[config.mk]
export PLATFORM = sky130hd
export DESIGN_NAME = sag_iter
export DESIGN_NICKNAME = d
export VERILOG_FILES = /design/src/rtl/sag_iter.sv
export SDC_FILE = /design/constraint.sdc
export NUM_CORES = 1
export LEC_CHECK = 0
export ABC_AREA = 1
export BUFFER_PORTS_ARGS = -buffer_cell sky130_fd_sc_hd__buf_2
export CAP_MARGIN = 20
export CORE_MARGIN = 4
export CORE_UTILIZATION = 45
export DETAILED_ROUTE_END_ITERATION = 10
export SLEW_MARGIN = 10
export SYNTH_ARGS = -nofsm -noshare
export SYNTH_HDL_FRONTEND = slang
export SYNTH_SLANG_ARGS = --single-unit
[constraint.sdc]
create_clock -name clk -period 5.6 [get_ports clk]
set_input_delay 0.28 -clock clk [delete_from_list [all_inputs] [get_ports clk]]
set_output_delay 0.28 -clock clk [all_outputs]
set_load 0.02 [all_outputs]
[src/rtl/sag_iter.sv]
// sag_iter: multi-cycle PEXT / PDEP / sheep-and-goats unit reusing one butterfly stage per cycle.
// Define SAG_POPCNT_EN to add the out_cnt port carrying popcount(in_mask) alongside each result.
module sag_iter #(
   parameter int W = 8,
   localparam int LOG2W = $clog2(W)
) (
   input  logic         clk,
   input  logic         resetn,
   input  logic         in_valid,
   output logic         in_ready,
   input  logic [1:0]   in_mode,
   input  logic [W-1:0] in_data,
   input  logic [W-1:0] in_mask,
   output logic         out_valid,
   input  logic         out_ready,
   output logic [W-1:0] out_data
`ifdef SAG_POPCNT_EN
   ,
   output logic [LOG2W:0] out_cnt
`endif
);
   typedef enum logic [1:0] {IDLE, DECODE, STAGE, DONE} state_t;
   state_t           r_state, w_nstate;
   logic [1:0]       r_mode;
   logic [W-1:0]     r_data, r_mask, r_x, r_part, r_out;
   logic [W-1:0]     r_ctl [LOG2W];
   logic [W-1:0]     w_ctl [LOG2W];
   logic [LOG2W-1:0] r_stg, w_sel;
   logic [LOG2W:0]   r_k, w_k;
   logic             r_pass;
   logic             w_pdep, w_sag, w_last;
   logic [W-1:0]     w_am, w_c, w_nx;

   assign w_pdep   = r_mode == 2'b01;
   assign w_sag    = r_mode == 2'b10;
   assign w_am     = r_pass ? ~r_mask : r_mask;
   assign w_last   = r_stg == LOG2W'(LOG2W - 1);
   assign w_sel    = w_pdep ? LOG2W'(LOG2W - 1) - r_stg : r_stg;
   assign out_data = r_out;

   // stage controls: each active bit travels right by its count of inactive bits below; bit i of that count acts at stage i
   always_comb begin
      int z;
      logic [LOG2W-1:0] p;
      z = 0;
      p = '0;
      for (int i = 0; i < LOG2W; i++) w_ctl[i] = '0;
      for (int j = 0; j < W; j++) begin
         if (w_am[j]) begin
            for (int i = 0; i < LOG2W; i++) begin
               p = LOG2W'(j - (z & ((1 << i) - 1)));
               if (z[i]) w_ctl[i][p] = 1'b1;
            end
         end else begin
            z = z + 1;
         end
      end
      w_k = (LOG2W + 1)'(W - z);
   end

   // one network stage of span 2**w_sel: compress right for PEXT/SAG, expand left for PDEP
   always_comb begin
      w_c = '0;
      for (int i = 0; i < LOG2W; i++) w_c = (w_sel == LOG2W'(i)) ? r_ctl[i] : w_c;
      w_nx = w_pdep ? (r_x & ~w_c) | ((r_x << (1 << w_sel)) & w_c)
                    : (r_x & ~w_c) | ((r_x & w_c) >> (1 << w_sel));
   end

   // state register
   always_ff @(posedge clk or negedge resetn)
      if (!resetn) r_state <= IDLE;
      else r_state <= w_nstate;

   // next state and handshake outputs
   always_comb begin
      w_nstate  = r_state;
      in_ready  = 1'b0;
      out_valid = 1'b0;
      case (r_state)
         IDLE: begin
            in_ready = 1'b1;
            if (in_valid) w_nstate = DECODE;
         end
         DECODE: w_nstate = STAGE;
         STAGE: if (w_last) w_nstate = (w_sag && !r_pass) ? DECODE : DONE;
         DONE: begin
            out_valid = 1'b1;
            if (out_ready) w_nstate = IDLE;
         end
         default: w_nstate = IDLE;
      endcase
   end

   // datapath: latch request, load stage controls, step the network, form the result
   always_ff @(posedge clk or negedge resetn) begin
      if (!resetn) begin
         r_mode <= '0;
         r_data <= '0;
         r_mask <= '0;
         r_x    <= '0;
         r_part <= '0;
         r_out  <= '0;
         r_stg  <= '0;
         r_k    <= '0;
         r_pass <= 1'b0;
         for (int i = 0; i < LOG2W; i++) r_ctl[i] <= '0;
      end else begin
         if (r_state == IDLE && in_valid) begin
            r_mode <= in_mode;
            r_data <= in_data;
            r_mask <= in_mask;
            r_pass <= 1'b0;
         end
         if (r_state == DECODE) begin
            for (int i = 0; i < LOG2W; i++) r_ctl[i] <= w_ctl[i];
            r_stg <= '0;
            r_x   <= w_pdep ? r_data : r_data & w_am;
            if (!r_pass) r_k <= w_k;
         end
         if (r_state == STAGE) begin
            r_x   <= w_nx;
            r_stg <= r_stg + LOG2W'(1);
            if (w_last) begin
               if (w_sag && !r_pass) begin
                  r_part <= w_nx;
                  r_pass <= 1'b1;
               end else begin
                  r_out <= w_pdep ? w_nx & r_mask : w_sag ? r_part | (w_nx << r_k) : w_nx;
               end
            end
         end
      end
   end

`ifdef SAG_POPCNT_EN
   logic [LOG2W:0] r_cnt;
   assign out_cnt = r_cnt;
   // mask popcount published on the same edge as the result
   always_ff @(posedge clk or negedge resetn)
      if (!resetn) r_cnt <= '0;
      else if (r_state == STAGE && w_last && !(w_sag && !r_pass)) r_cnt <= r_k;
`endif
endmodule

* Word level (Yosys, flattened, before mapping)
Cells that the tools add are included.
Storage, ports and cells: register bits 76, input bits 22, output and inout port bits 10, logic and storage cells 216
Cells by class: add/subtract/negate cells 24, $lt $le $gt $ge 28, eq/ne operators 11, shift operators 4, muxes and demuxes 88, bitwise logic cells 24, reduce and logical (&&, ||, !) cells 24
Operators by type and width (count):
- 2-to-1 mux 8 bit | 25
- bitwise OR 8 bit | 15
- < comparator 3 x 4 -> 1 bit, second input constant | 14
- demux 1 bit (select 3 bit) | 14
- greater-or-equal comparator 3 x 1 -> 1 bit, second input constant | 14
- bitwise AND 8 bit | 5
- left shift 1 x 3 -> 32 bit, first input constant | 1
- left shift 8 x 32 -> 8 bit | 1
- >> shifter 8 x 32 -> 8 bit | 1
- 2-to-1 mux 4 bit | 7
- 2-to-1 mux 24 bit | 1
- 2-to-1 mux 23 bit | 1
- 2-to-1 mux 22 bit | 1
- 2-to-1 mux 1 bit | 21
- 2-to-1 mux 21 bit | 1
- adder 4 x 2 -> 4 bit, second input constant | 5
- 2-to-1 mux 20 bit | 1
- 2-to-1 mux 19 bit | 1
- 2-to-1 mux 18 bit | 1
- logical AND 1 bit | 16
- inverter 8 bit | 2
- 2-to-1 mux 2 bit | 6
- 2-to-1 mux 3 bit | 4
- subtractor 3 x 1 -> 3 bit, first input constant | 4
- 26 further kinds | 41

* Longest topological paths before layout
word-level depth 28, depth in mapped cells 29, gate-level depth less buffers 28

* Least setup slack after synthesis
OpenSTA, ideal clock, no wires.
path type register to register, start reg r_pass, end reg r_k[2], arrival 4.595 ns, required time 5.517 ns, slack 0.923 ns, stages on the path, launching flop included 25, clock period less this slack 4.677 ns, path through dfrtp_1 buf_4 xor2_1 inv_1 ha_1 ha_1 inv_1 ha_1 o21ai_2 inv_2 ha_1 inv_1 o21ai_2 ha_1 nand2_1 o21ai_4 ha_1 inv_1 o21ai_2 ha_1 mux2i_1 ha_1 xor2_1 nand2_1 o21ai_0
Between the ends: cells in the longest elaborated chain, start to end 17, elaborated cells between the ends (all ways) 19
Ends and longest elaborated chain:
- from (decl) | line 30 | logic r_pass;
- from (signal assigned) | line 105 | r_pass <= 1'b0;
- from (signal assigned) | line 112 | r_pass <= 1'b0;
- from (signal assigned) | line 126 | r_pass <= 1'b1;
- 2-to-1 mux 8 bit | line 36 | assign w_am = r_pass ? ~r_mask : r_mask;
- 2-to-1 mux 1 bit | line 49 | if (w_am[j]) begin
- adder 1 x 1 -> 2 bit | line 55 | z = z + 1;
- 2-to-1 mux 2 bit | line 49
- adder 2 x 1 -> 3 bit | line 55
- 2-to-1 mux 4 bit | line 49
- adder 4 x 2 -> 4 bit | line 55
- 2-to-1 mux 4 bit | line 49
- adder 4 x 2 -> 4 bit | line 55
- 2-to-1 mux 4 bit | line 49
- adder 4 x 2 -> 4 bit | line 55
- 2-to-1 mux 4 bit | line 49
- adder 4 x 2 -> 4 bit | line 55
- 2-to-1 mux 4 bit | line 49
- adder 4 x 2 -> 4 bit | line 55
- 2-to-1 mux 4 bit | line 49
- subtractor 4 bit | line 58 | w_k = (LOG2W + 1)'(W - z);
- to (signal assigned) | line 118 | if (!r_pass) r_k <= w_k;
- to (decl) | line 29 | logic [LOG2W:0] r_k, w_k;
Parallel ways exist; a longest one is shown, timed or not. A chain may end at the register's enable or synchronous reset.

* Final worst setup path
Same ends and word-level chain as after synthesis.

==> reports/qor.yml <==
status: "finished clean"
synth_flop_cell: "dfrtp_1"
die_x_um: 120
wl_per_cell_um: 17.3
synth-compound-area-share_pct: 13.5
rsz0062_at_grt: "no"
relSlewSlack_pct: 34.6
area_growth_pct: 10.1
dr.pass1.iters: 5
clock_skew_ps: 8.99
antenna_found_initial: 0
portBuffers: 31
synthMuxAreaShare_pct: 1.98
cts_hold_buf: 0
regArea_um2: 1850
h-tree-depth: 3
layout.nets: 864
grt-ovfl-total: 0
numCtsBuffers: 9
drtIter0Drc: 518
stdcell_count: 971
multi_input_area_um2: 3320
die_y_um: 120
yosys_warnings: 0
cts_root_buf: "clkbuf_16"
synthCells: 779
path_clk_slew_ps: 60
via_per_inst: 5.56
grt_max_degree: 75
grt_pass1_wl_um: 27400
clock-sinks: 74
start_util_pct: 46.4
post_dp_cell_area_um2: 5870
synth_area_um2: 5620
cp_max_fo: 8
syn_nets: 845
routed_wl_um: 16800
diodes: 0
dp.cells: 955
postCtsSetupBuffers: 0
antenna_left: 0
dp_hpwl_um: 12900
ys_async_sr_fraction_pct: 100
cp.arrival_ps: 5270
setup_viol: 0
grt_pass1_vias: 5297
preCtsSetupSlack_ps: 572
grt_usage_pct: 24.1
final.period_utilization_pct: 89.5
syn_area_per_cell_um2: 7.21
vias: 5398
rows: 40
clock_latency_ps: 340
drcViolationCount: 0
synth.distinct_cells: 47
io_pins: 32
ys_ff_latch: 74
drv_slew: 0
min_period_ps: 5010
worstMarginPinSlew_ps: 981
cp-start-kind: "register"
n_fill_cell: 1256
synth_top_family_by_area: "simple AND/OR/NAND/NOR gates"
synth-simple-area-share_pct: 32.6
clockBufferDepth: 2
synth_adder_area_share_pct: 9.80
path_class: "register to register"
cts_tree: "built"
yosysSeqAreaShare_pct: 33.0
post_cts_resized: 0
fin_tns_setup_ps: 0
synth_area_leaders: "dfrtp_1 (33%), nand2_1 (12%), ha_1 (9.8%)"
hold_class: "primary input to asynchronous set/reset pin"
cap_violations: 0
gp_congestion: 0.954
worstPathRequired_ps: 5850
yosysTopAreaCellShare_pct: 33.0
critPathCaptureType: "register"
fmax_mhz: 199
postLayoutCellArea_um2: 6180
finalHoldViolations: 0
synth_edf_count: 0
yosysTopAreaCell: "dfrtp_1"
drive_above_1_share_pct: 12.8
setup_ws_ps: 587
coreArea_um2: 12100
die_area_um2: 14300
synth-xor-area-share_pct: 1.25
synth_stat cells, types with 3 or more instances:
library cell and number:
a21oi_1 40, a31oi_1 13, and2_1 3, buf_2 5, buf_6 3, clkbuf_1 13
clkinv_1 3, dfrtp_1 74, ha_1 44, inv_1 66, inv_2 17, mux2_2 9
nand2_1 175, nand2_2 8, nand2_4 3, nand3_1 108, nand3_2 3, nand4_1 25
nor2_1 67, nor2_2 3, o21ai_0 48, o21ai_2 3, o22ai_1 6, or2_2 3
xnor2_1 3, xor2_1 5
registers in the layout, summed over array words and instances, names as in the netlist:
| name | count |
|---|---|
| r_stg | 3 |
| r_k | 4 |
| out_data | 8 |
| r_state | 2 |
| r_ctl | 22 |
| r_mask | 8 |
| r_mode | 2 |
| r_pass | 1 |
| r_x | 8 |
| r_part | 8 |
| r_data | 8 |
worst paths after layout:
check,start,to,slack [ps],cells past startpoint
max,r_pass,r_k[2],590,22
min,resetn,r_ctl[13],80,1
max reg2reg,r_pass,r_k[2],590,22
min reg2reg,r_ctl[23],r_ctl[23],470,2
max in group asynchronous,resetn,r_data[7],4880,1
min in group clk,in_data[4],r_data[4],170,2
through the flow:
stage	hold WS [ps]	util, %
final	77.8	51.1
after global routing	158	51.1
after CTS	151	51.1
after detailed placement	461	48.5
after global placement	457	48.5
after floorplan	-15.6	-
layout make-up:
| class | instances | area share [%] |
|---|---|---|
| well taps | 168 | 3.40 |
| inverters | 86 | 5.22 |
| repair buffers | 32 | 2.67 |
| flip-flops and latches | 74 | 29.9 |
| multi-input cells | 595 | 53.7 |
| clock buffers | 10 | 3.86 |
| clock inverters | 6 | 1.19 |
cell usage in the layout (no fill, tap or decap), types with 3 or more instances in the layout:
master     synthesis  routed
ha_1              44      44
a21oi_1           40      40
clkinv_4           0       4
xnor2_1            3       3
a31oi_1           13      13
clkbuf_16          0       9
nand3_2            3       3
inv_2             17      17
xor2_1             5       5
mux2_2             9       9
inv_1             66      66
o22ai_1            6       6
dfrtp_1           74      74
and2_1             3       3
buf_2              5      30
nor2_1            67      67
o21ai_2            3       3
nand3_1          108     108
nand2_2            8       8
or2_2              3       3
nand2_4            3       3
nand2_1          175     175
clkinv_1           3       3
nor2_2             3       3
o21ai_0           48      48
nand4_1           25      25
layer usage:
metal  wire length, µm  global-route usage [%]  vias to the layer above
met5                 0                       0                        -
met4               369                    8.52                        0
met3              1100                    3.91                       23
met2              7580                    37.6                      174
met1              7790                    34.0                     2546
li1                  -                       -                     2655
kinds of logic after synthesis:
family,count (synthesis)
xor+xnor,8
fa+ha+maj,44
compound gates,130
mux,10
simple gates,403
buf+inv,110
flops,74
worst max-delay path, cell delays in order (launching register included):
cell and delay [ps]:
dfrtp_1 410, xor2_1 320, inv_1 80, ha_1 320, ha_1 320, inv_1 110, ha_1 430, inv_1 180
ha_1 330, inv_1 50, o21ai_2 250, ha_1 290, nand2_1 110, o21ai_4 110, ha_1 320, inv_1 60
o21ai_2 260, ha_1 290, mux2i_1 210, ha_1 200, xor2_1 130, nand2_1 60, o21ai_0 80
Power is left out: the tool's default activity adds up to more than one toggle a clock period on the data nets, which glitch-free logic cannot reach.
